## src/rtl/spi_master_engine.sv

```systemverilog
// SPI master shift engine: pulls bytes from the TX FIFO (or sends 0xFF),
// shifts them out on SCLK/MOSI, and pushes received bytes into the RX FIFO.
module spi_master_engine #(
    parameter int C_DATA_WIDTH = 32,
    parameter int MIN_DIV      = 5
) (
    input  logic                    clk,
    input  logic                    nrst,
    input  logic                    spi_ena,
    input  logic                    tx_sel,
    input  logic [C_DATA_WIDTH-1:0] fifo_rdata,
    output logic                    fifo_rena,
    output logic [C_DATA_WIDTH-1:0] fifo_wdata,
    output logic                    fifo_wena,
    output logic                    spi_busy,
    input  logic                    msb_first,
    input  logic                    delay_byte,
    input  logic                    cpol,
    input  logic                    cpha,
    input  logic [7:0]              n_delay_byte,
    input  logic [23:0]             clk_div,
    output logic                    sclk,
    output logic                    cs_n,
    output logic                    mosi,
    input  logic                    miso
);

    localparam logic [23:0] MIN_HDIV = 24'(MIN_DIV);

    typedef enum logic [2:0] {
        IDLE, SETUP, SHIFT, BYTE_END, GAP, FINISH
    } state_t;

    state_t      state, state_nx;
    logic [23:0] hdiv, hdiv_in, cnt;
    logic [4:0]  edge_cnt;
    logic [1:0]  bend_cnt;
    logic [32:0] gap_cnt, gap_last;
    logic        cpol_l, cpha_l, msb_l, dly_l, btx_sel;
    logic [7:0]  ndly_l;
    logic [7:0]  tx_shift, rx_shift, rx_next, byte_in;
    logic        sclk_r, mosi_r;
    logic [C_DATA_WIDTH-1:0] wdata_r;
    logic        half_done, first_setup, edge_now, last_edge, sample, shift_tx;

    assign hdiv_in     = (clk_div < MIN_HDIV) ? MIN_HDIV : clk_div;
    assign half_done   = (cnt == hdiv - 24'd1);
    assign gap_last    = 33'({ndly_l, 1'b0}) * 33'(hdiv) - 33'd1;
    assign first_setup = (state == SETUP) && (cnt == '0);
    // edge 1 fires on the SETUP->SHIFT boundary, edges 2..16 inside SHIFT
    assign edge_now    = half_done && ((state == SETUP) || (state == SHIFT));
    assign last_edge   = edge_now && (state == SHIFT) && (edge_cnt == 5'd15);
    // edge_cnt holds edges already done, so edge_cnt[0]==0 means an odd edge
    assign sample      = edge_now && (cpha_l ? edge_cnt[0] : ~edge_cnt[0]);
    assign shift_tx    = edge_now && (cpha_l ? ~edge_cnt[0]
                                             : (edge_cnt[0] && (edge_cnt != 5'd15)));
    assign byte_in     = tx_sel ? fifo_rdata[7:0] : 8'hFF;
    assign rx_next     = msb_l ? {rx_shift[6:0], miso} : {miso, rx_shift[7:1]};

    assign cs_n       = (state == IDLE);
    assign spi_busy   = (state != IDLE);
    assign sclk       = sclk_r;
    assign mosi       = mosi_r;
    assign fifo_wdata = wdata_r;
    assign fifo_rena  = first_setup && tx_sel;
    assign fifo_wena  = (state == BYTE_END) && (bend_cnt == 2'd0) && !btx_sel;

    // Next-state selection
    always_comb begin
        state_nx = state;
        case (state)
            IDLE:     if (spi_ena) state_nx = SETUP;
            SETUP:    if (half_done) state_nx = SHIFT;
            SHIFT:    if (last_edge) state_nx = BYTE_END;
            BYTE_END: if (bend_cnt == 2'd2) begin
                          if (!spi_ena)                          state_nx = FINISH;
                          else if (dly_l && (ndly_l != 8'd0))    state_nx = GAP;
                          else                                   state_nx = SETUP;
                      end
            GAP:      if (gap_cnt == gap_last) state_nx = SETUP;
            FINISH:   if (half_done) state_nx = IDLE;
            default:  state_nx = IDLE;
        endcase
    end

    // State register
    always_ff @(posedge clk or negedge nrst) begin
        if (!nrst) state <= IDLE;
        else       state <= state_nx;
    end

    // Configuration snapshot taken when a transaction starts
    always_ff @(posedge clk or negedge nrst) begin
        if (!nrst) begin
            cpol_l <= 1'b0;
            cpha_l <= 1'b0;
            msb_l  <= 1'b0;
            dly_l  <= 1'b0;
            ndly_l <= '0;
            hdiv   <= MIN_HDIV;
        end else if ((state == IDLE) && spi_ena) begin
            cpol_l <= cpol;
            cpha_l <= cpha;
            msb_l  <= msb_first;
            dly_l  <= delay_byte;
            ndly_l <= n_delay_byte;
            hdiv   <= hdiv_in;
        end
    end

    // Half-period, edge, byte-end and gap counters
    always_ff @(posedge clk or negedge nrst) begin
        if (!nrst) begin
            cnt      <= '0;
            edge_cnt <= '0;
            bend_cnt <= '0;
            gap_cnt  <= '0;
        end else begin
            if ((state_nx != state) || half_done ||
                !((state == SETUP) || (state == SHIFT) || (state == FINISH)))
                cnt <= '0;
            else
                cnt <= cnt + 24'd1;
            if (first_setup)   edge_cnt <= '0;
            else if (edge_now) edge_cnt <= edge_cnt + 5'd1;
            bend_cnt <= ((state == BYTE_END) && (state_nx == BYTE_END)) ? bend_cnt + 2'd1 : '0;
            gap_cnt  <= ((state == GAP) && (state_nx == GAP)) ? gap_cnt + 33'd1 : '0;
        end
    end

    // SCLK generation and MOSI shifting
    always_ff @(posedge clk or negedge nrst) begin
        if (!nrst) begin
            sclk_r   <= 1'b0;
            mosi_r   <= 1'b0;
            tx_shift <= '0;
            btx_sel  <= 1'b0;
        end else begin
            if (state == IDLE)  sclk_r <= cpol;
            else if (edge_now)  sclk_r <= ~sclk_r;
            // CPHA=0 presents bit 0 of the order now and pre-shifts; CPHA=1
            // keeps the byte whole so edge 1 emits the first bit.
            if (first_setup) begin
                btx_sel  <= tx_sel;
                mosi_r   <= msb_l ? byte_in[7] : byte_in[0];
                tx_shift <= cpha_l ? byte_in
                          : (msb_l ? {byte_in[6:0], 1'b0} : {1'b0, byte_in[7:1]});
            end else if (shift_tx) begin
                mosi_r   <= msb_l ? tx_shift[7] : tx_shift[0];
                tx_shift <= msb_l ? {tx_shift[6:0], 1'b0} : {1'b0, tx_shift[7:1]};
            end
        end
    end

    // MISO assembly and RX word capture at edge 16
    always_ff @(posedge clk or negedge nrst) begin
        if (!nrst) begin
            rx_shift <= '0;
            wdata_r  <= '0;
        end else begin
            if (sample) rx_shift <= rx_next;
            if (last_edge && !btx_sel)
                wdata_r <= {{(C_DATA_WIDTH-8){1'b0}}, (sample ? rx_next : rx_shift)};
        end
    end

endmodule

```

## config.mk

```make
export PLATFORM = sky130hd
export DESIGN_NAME = spi_master_engine
export DESIGN_NICKNAME = d
export VERILOG_FILES = /design/src/rtl/spi_master_engine.sv
export SDC_FILE = /design/constraint.sdc
export NUM_CORES = 1
export LEC_CHECK = 0
export ABC_AREA = 1
export CORE_UTILIZATION = 56
export DETAILED_ROUTE_END_ITERATION = 10
export MAX_ROUTING_LAYER = met4
export PLACE_DENSITY = 0.79
export REMOVE_ABC_BUFFERS = 1
export SLEW_MARGIN = 20
export SYNTH_ARGS = -nofsm -noshare
export SYNTH_HDL_FRONTEND = slang
export SYNTH_SLANG_ARGS = --single-unit
export TNS_END_PERCENT = 50
```

## constraint.sdc

```tcl
create_clock -name clk -period 5.3 [get_ports clk]
set_input_delay 1.59 -clock clk [delete_from_list [all_inputs] [get_ports clk]]
set_output_delay 1.59 -clock clk [all_outputs]
set_load 0.01 [all_outputs]
```

### After elaboration in Yosys (flattened, before gate mapping)

Cells that the tools add are included.

* bits of input ports: 73
* word-level logic and storage cells: 99
* flip-flop bits (word level): 129
* output and inout bits: 38

* equal/unequal tests: 13
* reduce and logical (&&, ||, !) cells: 29
* bitwise operators: 2
* multiplexer cells: 31
* $add $sub $neg: 6
* $lt $le $gt $ge: 1
* multiply operators: 1

Operator list (count)
* $mux 8: 8
* $mux 24: 2
* $add 33x1->33 const B: 1
* $eq 33x33->1: 1
* $mux 33: 1
* $sub 33x1->33 const B: 1
* $mul 8x24->32: 1
* $add 24x1->24 const B: 1
* $eq 24x24->1: 1
* $logic_not 24->1: 1
* $lt 24x3->1 const B: 1
* $mux 3: 8
* $sub 24x1->24 const B: 1
* $pmux 3 s6: 1
* $logic_and 1x1->1: 15
* $mux 5: 2
* $eq 3x2->1 const B: 3
* $eq 3x3->1 const B: 3
* $mux 1: 8
* $reduce_bool 8->1: 1
* $reduce_bool 2->1: 3
* $add 5x1->5 const B: 1
* $eq 5x4->1 const B: 1
* $ne 5x4->1 const B: 1
* 11 further kinds: 16

### Depth between registers and ports, before layout

* word-level depth: 11
* mapped depth: 36
* mapped depth without buffers: 32

### Least setup slack after synthesis

No wires, ideal clock.

* kind: flip-flop to flip-flop
* from: register ndly_l[7]
* to: register gap_cnt[12]
* library setup time: 0.120 ns
* setup slack: -0.126 ns
* period minus slack after synthesis: 5.426 ns
* stages on the path, launching flop included: 31
* buffers on the path: 3
* arrival: 5.307 ns
* data required time: 5.180 ns
* cell sequence: dfrtp_1 -> clkbuf_1 -> clkbuf_1 -> nand2_1 -> fa_1 -> fa_1 -> fa_1 -> fa_1 -> inv_1 -> ha_1 -> nand2_1 -> inv_2 -> nand2_1 -> inv_1 -> a21oi_1 -> nand2_1 -> nand2_1 -> nand2_1 -> nor2_1 -> nand2_1 -> nor2_4 -> nand2_2 -> nor2_2 -> nand2_1 -> nand2_1 -> nand3_1 -> nor2_2 -> nand3_2 -> nand2_4 -> buf_6 -> nor2_1

* longest elaborated chain between the ends: 9
* elaborated cells between the ends (all ways): 13
* classes of those cells: add/sub (1); mul (1); eq/ne (2); mux (6); reduce/logical (3)

RTL lines
* start: declaration: RTL line 40 `logic [7:0] ndly_l;`
* start signal: assignment: RTL line 106 `ndly_l <= n_delay_byte;`
* parallel branches: the longest is 5 deep, another holds $sub 33x1->33
* $pmux 3 s6 *: RTL line 71 `case (state)`
* $eq 3x3->1 *: RTL line 127 `gap_cnt <= ((state == GAP) && (state_nx == GAP)) ? gap_cnt + 33'd1 : '0;`
* $logic_and 1x1->1 *: RTL line 127
* $mux 33 *: RTL line 127
* end signal: assignment: RTL line 127
* end: declaration: RTL line 38 `logic [32:0] gap_cnt, gap_last;`

Mark *: on every way between the ends.
A chain may end at the register's enable or synchronous reset.

### Worst setup path in the final report

* from: register ndly_l[6]
* to: register gap_cnt[24]

Same word-level chain as after synthesis.

==> flow_summary.yaml <==
outcome:
  outcome: "finished with violations"
  violations: "setup timing"
global_route:
  grtUsageMet3_pct: 4.37
  overflow: 0
  track_usage_pct: 33.8
  top_usage_layer: "met2"
  met1_usage_pct: 38.9
  met2_usage_pct: 59.2
  grt_pass1_vias: 16300
  grt_max_degree: 59
  antenna_found_initial: 0
  grt_pass1_wl_um: 76200
synthesis:
  yosysTopAreaCellShare_pct: 19.8
  netlist_area_mm2: 0.0160
  netlist-cell-type-count: 49
  syn-instance-count: 2388
  synth_top_cell_by_area: "dfrtp_1"
  synthTopCellsByArea: "dfrtp_1 20%, nand2_1 18%, fa_1 17%"
  syn_avg_cell_area_um2: 6.70
  ys_ff_latch: 129
  yosysSeqAreaShare_pct: 20.2
  yosysWarnings: 0
setup_path:
  crit_path_end_kind: "flop"
  crit_fanout: 24
  r2r_setup_slack_ps: -350
  worst_path_max_delay_cell: "fa_1"
  r2r_end: "gap_cnt[24]"
  start_kind: "flop"
  cp_slowest_stage_delay_ps: 530
  cp_data_required_time_ps: 5670
  reg2reg_from: "ndly_l[6]"
  cp.arrival_ps: 6020
  path_class: "flop to flop"
  ff2ff_path_depth: 30
clocking:
  postCtsHoldBufs: 0
  cts_tree: "built"
  cts_buffer_depth: 2
  cts_sinks: 129
  cts_root_buffer: "clkbuf_16"
  clock_latency_ps: 460
  cts.htree.levels: 4
  cts_buffers: 17
  clk_pin_slew_ps: 70
final_layout:
  multi_input_area_mm2: 0.0120
  areaGrowthSynthToFinish_pct: 28.8
  seqCellArea_mm2: 0.00325
  finalNetCount: 2899
  stdcell_count: 3024
  antennaDiodeCount: 0
  drive_above_1_share_pct: 23.7
  n_fill_cell: 2054
drt:
  via_per_inst: 5.50
  drt-pass1-iter-count: 8
  wl_per_cell_um: 16.3
  totalWireLength_um: 49200
  drt_iter0_drc: 1149
  drc: 0
  vias: 16600
  drtAntennaViolNets: 0
placement:
  place_inst: 2948
  dpl.hpwl_um: 33900
  pre_cts_ws_ps: -570
  portBuffers: 62
  place_congestion: 0.953
sta:
  clock_skew_ps: 19.0
  maxSlewHeadroom_pct: 33.9
  fin_hold_ws_ps: 432
  timing.fmax_mhz: 177
  worst_pin_slew_ps: 982
  setup_violations: 35
  period_minus_slack_ps: 5650
  rsz0062_at_grt: "true"
  period_share_pct: 107
  setup_slack_ps: -347
  hold_viol: 0
  drv_slew: 0
die:
  die_y_um: 171
  die_x_um: 171
  num_rows: 61
  start_util_pct: 57.3
  core_mm2: 0.0279
  ios: 111
  die-area_mm2: 0.0293
hold_path:
  hp-start: "bend_cnt[0]"
  hold_path_depth: 1
  hold_class: "flop to flop"
  whs_endpoint: "bend_cnt[0]"
job:
  maxCapViolations: 0
sequential cells by signal (all words and copies together), names as in the netlist:
signal	count
hdiv	24
bend_cnt	2
cnt	24
state	3
mosi	1
ndly_l	8
btx_sel	1
sclk	1
cpha_l	1
fifo_wdata	8
gap_cnt	33
edge_cnt	5
dly_l	1
rx_shift	8
msb_l	1
tx_shift	8
kinds of logic (layout without fill, tap and decap cells):
group	after synthesis	count (layout)	synth area share (%)
DFF	129	129	20.2
AOI/OAI and AO/OA	128	128	4.49
adders and majority gates	193	193	21.3
other	1	24	0.0234
buffers and inverters	530	765	13.4
xor gates and xnor gates	90	90	4.92
and+or+nand+nor	1317	1317	35.8
critical path, delay by kind of cell, from the launching register on:
kind / cells / cell delay [ps]
flip-flops: 1 / 440
AND/OR/NAND/NOR: 17 / 1720
adder cells (fa/ha/maj): 5 / 2310
AO/OA/AOI/OAI: 1 / 170
buffers and inverters: 7 / 880
synth_stat cells (all sizes together):
library cell,number
dfstp,2
nor4,25
nand3,145
dfrtp,127
buf,41
nor2,222
o311ai,1
nand4,49
nand3b,9
a41oi,1
a211oi,2
inv,430
a31oi,4
o31ai,3
o22ai,9
or2,13
a21oi,39
fa,132
nor3,49
o211ai,9
clkinv,3
or4,2
a22oi,2
a21boi,1
and2,2
xor2,76
conb,1
nor3b,5
o21bai,3
o21ai,54
ha,61
clkbuf,56
nand2,796
xnor2,14
metrics by stage:
stage | utilization, % | TNS, ps | instance area [µm²]
floorplan | - | -1520 | 15600
global placement | 65.4 | -16760 | 18300
detailed placement | 65.4 | -19390 | 18300
CTS | 71.6 | -2600 | 20000
global route | 73.8 | -19350 | 20600
finish | 73.8 | -11360 | 20600
worst max-delay path by stage:
stage                    from           to  slack, ps  depth (start not counted)
finish              ndly_l[6]  gap_cnt[24]       -350                         30
global route        ndly_l[2]  gap_cnt[15]       -580                         29
CTS                   hdiv[2]  gap_cnt[24]        -90                         25
detailed placement  ndly_l[4]  gap_cnt[13]       -570                         25
global placement    ndly_l[4]     state[0]       -500                         29
floorplan           ndly_l[7]   gap_cnt[0]        -40                         27
cell type report:
class | count | area share, %
Clock buffer | 19 | 2.10
Clock inverter | 13 | 0.855
Inverter | 433 | 7.92
Multi-Input combinational cell | 1752 | 58.3
Sequential cell | 129 | 15.7
Tap cell | 378 | 2.29
Timing Repair Buffer | 300 | 12.8
cell usage in the layout (no fill, tap or decap), types with 17 or more instances in the layout:
master / netlist / routed
a21oi_1: 38 / 18
a21oi_2: 1 / 20
buf_4: 25 / 213
clkbuf_16: 0 / 17
clkdlybuf4s50_1: 0 / 61
conb_1: 1 / 24
dfrtp_1: 127 / 115
fa_1: 132 / 127
ha_1: 61 / 39
ha_4: 0 / 22
inv_1: 416 / 393
inv_2: 14 / 34
nand2_1: 776 / 666
nand2_2: 18 / 104
nand2_4: 2 / 25
nand3_1: 135 / 111
nand3_2: 10 / 25
nand4_1: 48 / 48
nor2_1: 198 / 162
nor2_2: 19 / 29
nor2_4: 5 / 31
nor3_1: 44 / 36
nor4_1: 23 / 23
o21ai_0: 54 / 49
xor2_1: 76 / 74
routing by layer:
layer,wire length (µm),vias up,share of wire [%]
met5,0,-,0
met4,2290,0,4.7
li1,-,7753,-
met2,24900,684,51
met3,2570,199,5.2
met1,19400,7984,39
what timing repair did:
action                                  4_1_cts  5_1_grt
setup buffers                                26       16
gates cloned                                  2        0
pin swaps                                   104       71
resized for setup                           217      140
endpoints found under the setup margin       35       35
Power is left out: the tool's default activity adds up to more than one toggle a clock period on the data nets, which glitch-free logic cannot reach.
